[src/rtl/enc_n_rr_pkg.sv]
`default_nettype none
// ============================================================================
//  Module      : enc_pkg
//  Description : Shared types, policy constants and helpers for enc_n_rr.
//  Revision    : 1.0  initial release
// ============================================================================
package enc_pkg;

    localparam int RR_FIXED = 0;
    localparam int RR_ROUND = 1;

    // EMPTY: nothing held; FULL: a result awaits acceptance downstream
    typedef enum logic [0:0] {
        ST_EMPTY = 1'b0,
        ST_FULL  = 1'b1
    } enc_state_t;

    // True when more than one bit is set; clearing the lowest set bit
    // leaves a non-zero value exactly in that case.
    function automatic logic multi_set(input logic [255:0] v);
        return (v & (v - 256'd1)) != 256'd0;
    endfunction

endpackage
`default_nettype wire

[src/rtl/enc_n_rr_if.sv]
`default_nettype none
// ============================================================================
//  Module      : enc_n_rr_if
//  Description : Request/result handshake bundle between a requester group
//                and the enc_n_rr encoder.
//  Revision    : 1.0  initial release
// ============================================================================
interface enc_n_rr_if #(
    parameter int N = 8,
    parameter int W = $clog2(N)
) ();
    logic [N-1:0] req_i;
    logic         en_i;
    logic         ready_i;
    logic [W-1:0] code_o;
    logic         valid_o;
    logic         multi_o;

    // Upstream/downstream side: drives requests and ready, observes results
    modport master (
        output req_i, en_i, ready_i,
        input  code_o, valid_o, multi_o
    );

    // Encoder side
    modport slave (
        input  req_i, en_i, ready_i,
        output code_o, valid_o, multi_o
    );
endinterface
`default_nettype wire

[src/rtl/enc_n_rr_prio_lsb.sv]
`default_nettype none
// ============================================================================
//  Module      : enc_prio_lsb
//  Description : Combinational lowest-set-index encoder with an any-set flag.
//  Revision    : 1.0  initial release
// ============================================================================
module enc_prio_lsb #(
    parameter int N = 8,
    parameter int W = $clog2(N)
) (
    input  wire logic [N-1:0] vec,
    output logic      [W-1:0] idx,
    output logic              any
);

    // Scan from the top down so the lowest set bit is the last to write idx
    always_comb begin
        idx = '0;
        any = 1'b0;
        for (int k = N - 1; k >= 0; k--) begin
            if (vec[k]) begin
                idx = W'(k);
                any = 1'b1;
            end
        end
    end

endmodule
`default_nettype wire

[src/rtl/enc_n_rr.sv]
`default_nettype none
// ============================================================================
//  Module      : enc_n_rr
//  Description : N-to-log2(N) request encoder with registered result,
//                valid/ready handshake and fixed-priority or round-robin
//                arbitration.
//  Revision    : 1.0  initial release
// ============================================================================
module enc_n_rr
    import enc_pkg::*;
#(
    parameter int N  = 8,
    parameter int W  = $clog2(N),
    parameter int RR = RR_FIXED
) (
    input  wire logic    clk,
    input  wire logic    rst_n,
    enc_n_rr_if.slave    bus
);

    enc_state_t   r_state;
    enc_state_t   w_state_nxt;
    logic [W-1:0] r_code;
    logic         r_multi;
    logic [W-1:0] w_win;
    logic         w_any;
    logic         w_load;

    // A new result is captured when something is requested and the output
    // slot is free or is being emptied in this same cycle.
    assign w_load = bus.en_i & w_any & ((r_state == ST_EMPTY) | bus.ready_i);

    if (RR == RR_ROUND) begin : g_rr
        logic [W-1:0] r_ptr;
        logic [N-1:0] w_mask;
        logic [N-1:0] w_req_masked;
        logic [W-1:0] w_idx_masked;
        logic         w_any_masked;
        logic [W-1:0] w_idx_all;

        // Keep only requests at or above the pointer
        for (genvar k = 0; k < N; k++) begin : g_mask
            assign w_mask[k] = (k >= int'(r_ptr));
        end
        assign w_req_masked = bus.req_i & w_mask;

        enc_prio_lsb #(.N(N), .W(W)) u_prio_masked (
            .vec (w_req_masked),
            .idx (w_idx_masked),
            .any (w_any_masked)
        );

        enc_prio_lsb #(.N(N), .W(W)) u_prio_all (
            .vec (bus.req_i),
            .idx (w_idx_all),
            .any (w_any)
        );

        // Nothing at/above the pointer means wrap to the lowest request
        assign w_win = w_any_masked ? w_idx_masked : w_idx_all;

        // Advance the pointer past the winner, wrapping at N-1 so it never
        // reaches N even when N is not a power of two
        always_ff @(posedge clk or negedge rst_n) begin
            if (!rst_n) begin
                r_ptr <= '0;
            end else if (w_load) begin
                r_ptr <= (w_win == W'(N - 1)) ? '0 : w_win + W'(1);
            end
        end
    end else begin : g_fixed
        enc_prio_lsb #(.N(N), .W(W)) u_prio_all (
            .vec (bus.req_i),
            .idx (w_win),
            .any (w_any)
        );
    end

    // State register
    always_ff @(posedge clk or negedge rst_n) begin
        if (!rst_n) begin
            r_state <= ST_EMPTY;
        end else begin
            r_state <= w_state_nxt;
        end
    end

    // Next state: fill on load, drain on accept unless refilled in place
    always_comb begin
        w_state_nxt = r_state;
        case (r_state)
            ST_EMPTY: if (w_load) w_state_nxt = ST_FULL;
            ST_FULL: begin
                if (w_load)            w_state_nxt = ST_FULL;
                else if (bus.ready_i)  w_state_nxt = ST_EMPTY;
            end
            default:                   w_state_nxt = ST_EMPTY;
        endcase
    end

    // Result registers change only on load, so they hold under backpressure
    always_ff @(posedge clk or negedge rst_n) begin
        if (!rst_n) begin
            r_code  <= '0;
            r_multi <= 1'b0;
        end else if (w_load) begin
            r_code  <= w_win;
            r_multi <= multi_set(256'(bus.req_i));
        end
    end

    assign bus.code_o  = r_code;
    assign bus.multi_o = r_multi;
    assign bus.valid_o = (r_state == ST_FULL);

endmodule
`default_nettype wire

[src/flat_wrapper.sv]
// flat-port wrapper written by rule: the top's interface ports become plain ports
module enc_n_rr_flat import enc_pkg::*;
#(
    parameter int N  = 8,
    parameter int W  = $clog2(N),
    parameter int RR = RR_FIXED
)
  (clk, rst_n, bus_req_i, bus_en_i, bus_ready_i, bus_code_o, bus_valid_o, bus_multi_o);
  enc_n_rr_if #(.N(N), .W(W)) bus_i ();
  input  wire logic clk;
  input  wire logic rst_n;
  input wire logic [$bits(bus_i.req_i)-1:0] bus_req_i;
  input wire logic [$bits(bus_i.en_i)-1:0] bus_en_i;
  input wire logic [$bits(bus_i.ready_i)-1:0] bus_ready_i;
  output wire logic [$bits(bus_i.code_o)-1:0] bus_code_o;
  output wire logic [$bits(bus_i.valid_o)-1:0] bus_valid_o;
  output wire logic [$bits(bus_i.multi_o)-1:0] bus_multi_o;
  assign bus_i.req_i = bus_req_i;
  assign bus_i.en_i = bus_en_i;
  assign bus_i.ready_i = bus_ready_i;
  assign bus_code_o = bus_i.code_o;
  assign bus_valid_o = bus_i.valid_o;
  assign bus_multi_o = bus_i.multi_o;
  enc_n_rr #(.N(N), .W(W), .RR(RR)) u_core (.clk(clk), .rst_n(rst_n), .bus(bus_i));
endmodule
[config.mk]
export PLATFORM = sky130hd
export DESIGN_NAME = enc_n_rr_flat
export DESIGN_NICKNAME = d
export VERILOG_FILES = /design/src/rtl/enc_n_rr_pkg.sv /design/src/rtl/enc_n_rr_if.sv /design/src/rtl/enc_n_rr_prio_lsb.sv /design/src/rtl/enc_n_rr.sv /design/src/flat_wrapper.sv
export SDC_FILE = /design/constraint.sdc
export NUM_CORES = 1
export LEC_CHECK = 0
export CORE_AREA = 2 2 39 41
export CTS_CLUSTER_SIZE = 16
export DETAILED_ROUTE_END_ITERATION = 12
export DIE_AREA = 0 0 41 43
export GPL_TIMING_DRIVEN = 0
export SETUP_SLACK_MARGIN = 0.2
export SLEW_MARGIN = 20
export SYNTH_ARGS = -nofsm -noshare
export SYNTH_HDL_FRONTEND = slang
export SYNTH_SLANG_ARGS = --single-unit
export TNS_END_PERCENT = 100
[constraint.sdc]
create_clock -name clk -period 1.6 [get_ports clk]
set_input_delay 0.32 -clock clk [delete_from_list [all_inputs] [get_ports clk]]
set_output_delay 0.32 -clock clk [all_outputs]
set_load 0.05 [all_outputs]
==> flow_summary.json <==
{
  "run_status": "complete, no violations",
  "fin_hold_ws_ps": 285,
  "cts_buffers": 3,
  "drv_cap": 0,
  "fin_area_um2": 621,
  "p_seq_share_pct": 32.1,
  "grt_start_max_net_pins": 7,
  "core-area_mm2": 0.00138,
  "layout_min_cycle_time_ps": 1590,
  "power.leakage_nw": 0.253,
  "dieHeight_um": 43,
  "seq_area_um2": 125,
  "synth_nets": 48,
  "syn_area_um2": 354,
  "post_drt_wl_per_cell_um": 12.2,
  "synthTopCellsByArea": "dfrtp_1, a2111oi_4, nor3_1, o211ai_4, a2111oi_0",
  "slew_headroom_pct": 73.6,
  "drc": 0,
  "htreeDepth": 1,
  "setup_viol": 0,
  "postCtsHoldBufs": 0,
  "rsz0062_at_grt": "true",
  "cellPowerDensity_mw_per_mm2": 751,
  "comb_power_share_pct": 38.1,
  "synth-seq-cells": 5,
  "holdCritPathClass": "input port to register",
  "die-area_mm2": 0.00176,
  "cts_buffer_depth": 2,
  "hold_viol": 0,
  "netSwitchingFraction_pct": 34.4,
  "die_w_um": 41,
  "clk_pin_slew_ps": 40,
  "num_vias": 366,
  "drt-total-wl_um": 915,
  "io_buffers": 16,
  "vias_per_cell": 4.88,
  "synth_edf_count": 0,
  "worst_pin_slew_ps": 385,
  "placedInstanceArea_um2": 544,
  "slowest_delay_ps": 520,
  "slew_viol_final": 0,
  "start_kind": "input port",
  "worstPathArrival_ps": 1710,
  "synth_commonest_cells": "dfrtp_1, nor3_1, nand2_1",
  "yosysTopAreaCellShare_pct": 35.3,
  "diodes": 0,
  "pre_cts_ws_ps": -692,
  "cp.required_ps": 1720,
  "area_growth_pct": 75.3,
  "yosysWarningCount": 0,
  "async_flop_share_pct": 100,
  "p_int_mw": 0.306,
  "root_buffer": "clkbuf_4",
  "yosys.area.top_type": "dfrtp_1",
  "clkPwrFrac_pct": 29.8,
  "drtIter0Drc": 1,
  "ir_worst_vdd_uv": 420,
  "synth.distinct_cells": 20,
  "first_global_vias": 369,
  "crit_path_end_kind": "register",
  "max_clock_freq_mhz": 628,
  "fin_crit_sh_pct": 99.5,
  "multi_input_area_um2": 259,
  "cts_tree": "done",
  "routabilityCongestion": 0.711,
  "rows": 14,
  "clock_latency_ps": 230,
  "crit_fanout": 5,
  "nFillCells": 137,
  "path_class": "input port to register",
  "nets": 72,
  "antenna_found_initial": 0,
  "start_util_pct": 25.6,
  "drive_gt1_share_pct": 50.8,
  "overflow": 0,
  "grt_pass1_wl_um": 1480,
  "cts_sinks": 5,
  "yosysSeqAreaShare_pct": 35.3,
  "drtPass1Iterations": 2,
  "final_core_util_pct": 44.8,
  "grt_usage_pct": 12.6,
  "slowest_stage": "or4_4",
  "path_cells": "buf_8 -> or4_4 -> buf_6 -> a2111oi_4 -> nor3_2 -> a211o_1",
  "finalWorstSetupSlack_ps": 7.45,
  "p_sw_mw": 0.160,
  "ys.flop_type": "dfrtp_1",
  "synthCells": 36,
  "ant_nets": 0,
  "fin_skew_ps": 0.353,
  "ios": 17,
  "postSynthAreaPerCell_um2": 9.84
}
-- kinds of logic (layout without fill, tap and decap cells) --
kind of cell | Yosys count | after routing | share of synthesized area [%]
buffers and inverters | 3 | 26 | 5.30
AOI/OAI and AO/OA | 12 | 12 | 35.7
DFF | 5 | 5 | 35.3
and+or+nand+nor | 16 | 16 | 23.7
-- final timing paths --
check                      depth (start not counted)                   end  slack (ps)            startpoint
max reg2reg                                        4    u_core.bus.multi_o         400    u_core.bus.valid_o
min reg2reg                                        2  u_core.bus.code_o[1]         470  u_core.bus.code_o[1]
max in group asynchronous                          1  u_core.bus.code_o[2]        1120                 rst_n
min                                                2  u_core.bus.code_o[1]         280          bus_req_i[1]
min in group asynchronous                          1    u_core.bus.multi_o         300                 rst_n
max                                                6    u_core.bus.multi_o           7          bus_req_i[3]
-- power by group through the flow --
stage          registers, mW  clock network (mW)  logic, mW
2_1_floorplan          0.201                   0     0.0387
3_3_place_gp           0.151                   0      0.170
3_5_place_dp           0.151                   0      0.171
4_1_cts                0.149               0.148      0.179
5_1_grt                0.150               0.160      0.190
6_report               0.149               0.139      0.178
-- registers in the layout, summed over array words and instances (netlist names) --
| signal | cells |
|---|---|
| u_core.bus.code_o | 3 |
| u_core.bus.multi_o | 1 |
| u_core.bus.valid_o | 1 |
-- per-layer routing --
| metal | track usage [%] | vias to the layer above | routed length [µm] |
|---|---|---|---|
| met5 | 0 | - | 0 |
| met4 | 8.00 | 0 | 0 |
| met3 | 3.14 | 0 | 40 |
| met2 | 20.9 | 7 | 501 |
| met1 | 12.9 | 169 | 374 |
| li1 | - | 190 | - |
-- layout by cell type (no fill, tap or decap), types with 2 or more instances in the layout --
cell	instances
a2111oi_4	2
buf_6	3
clkdlybuf4s50_1	3
buf_4	3
clkdlybuf4s15_2	5
clkbuf_4	3
nor3_1	4
nor2_1	2
buf_2	5
inv_1	2
nand2_1	4
dfrtp_1	5
o41ai_2	2
or4_4	2
-- what timing repair did --
action | in CTS | in global routing
pin swaps | 6 | 2
resized for setup | 61 | 4
buffers inserted | 3 | 0
endpoints found under the setup margin | 10 | 4
-- area by class of cell --
class / instances / area share [%]
multi-input combinational: 28 / 41.7
timing repair buffer: 19 / 27.6
sequential: 5 / 20.2
clock buffer: 4 / 4.23
tap: 16 / 3.23
buffer: 1 / 1.81
inverter: 2 / 1.21
-- critical path, delay by kind of cell --
family	cells	cell delay, ps
compound gates	2	530
buf+inv	2	240
simple gates	2	620
-- per-stage QoR --
step	instances	setup TNS, ps	total power, mW
finish	75	0	0.466
global route	75	-15.8	0.500
CTS	75	-8.41	0.477
detailed placement	68	-2260	0.322
global placement	68	-2210	0.321
floorplan	36	-108	0.240
(Power assumes the default switching activity.)
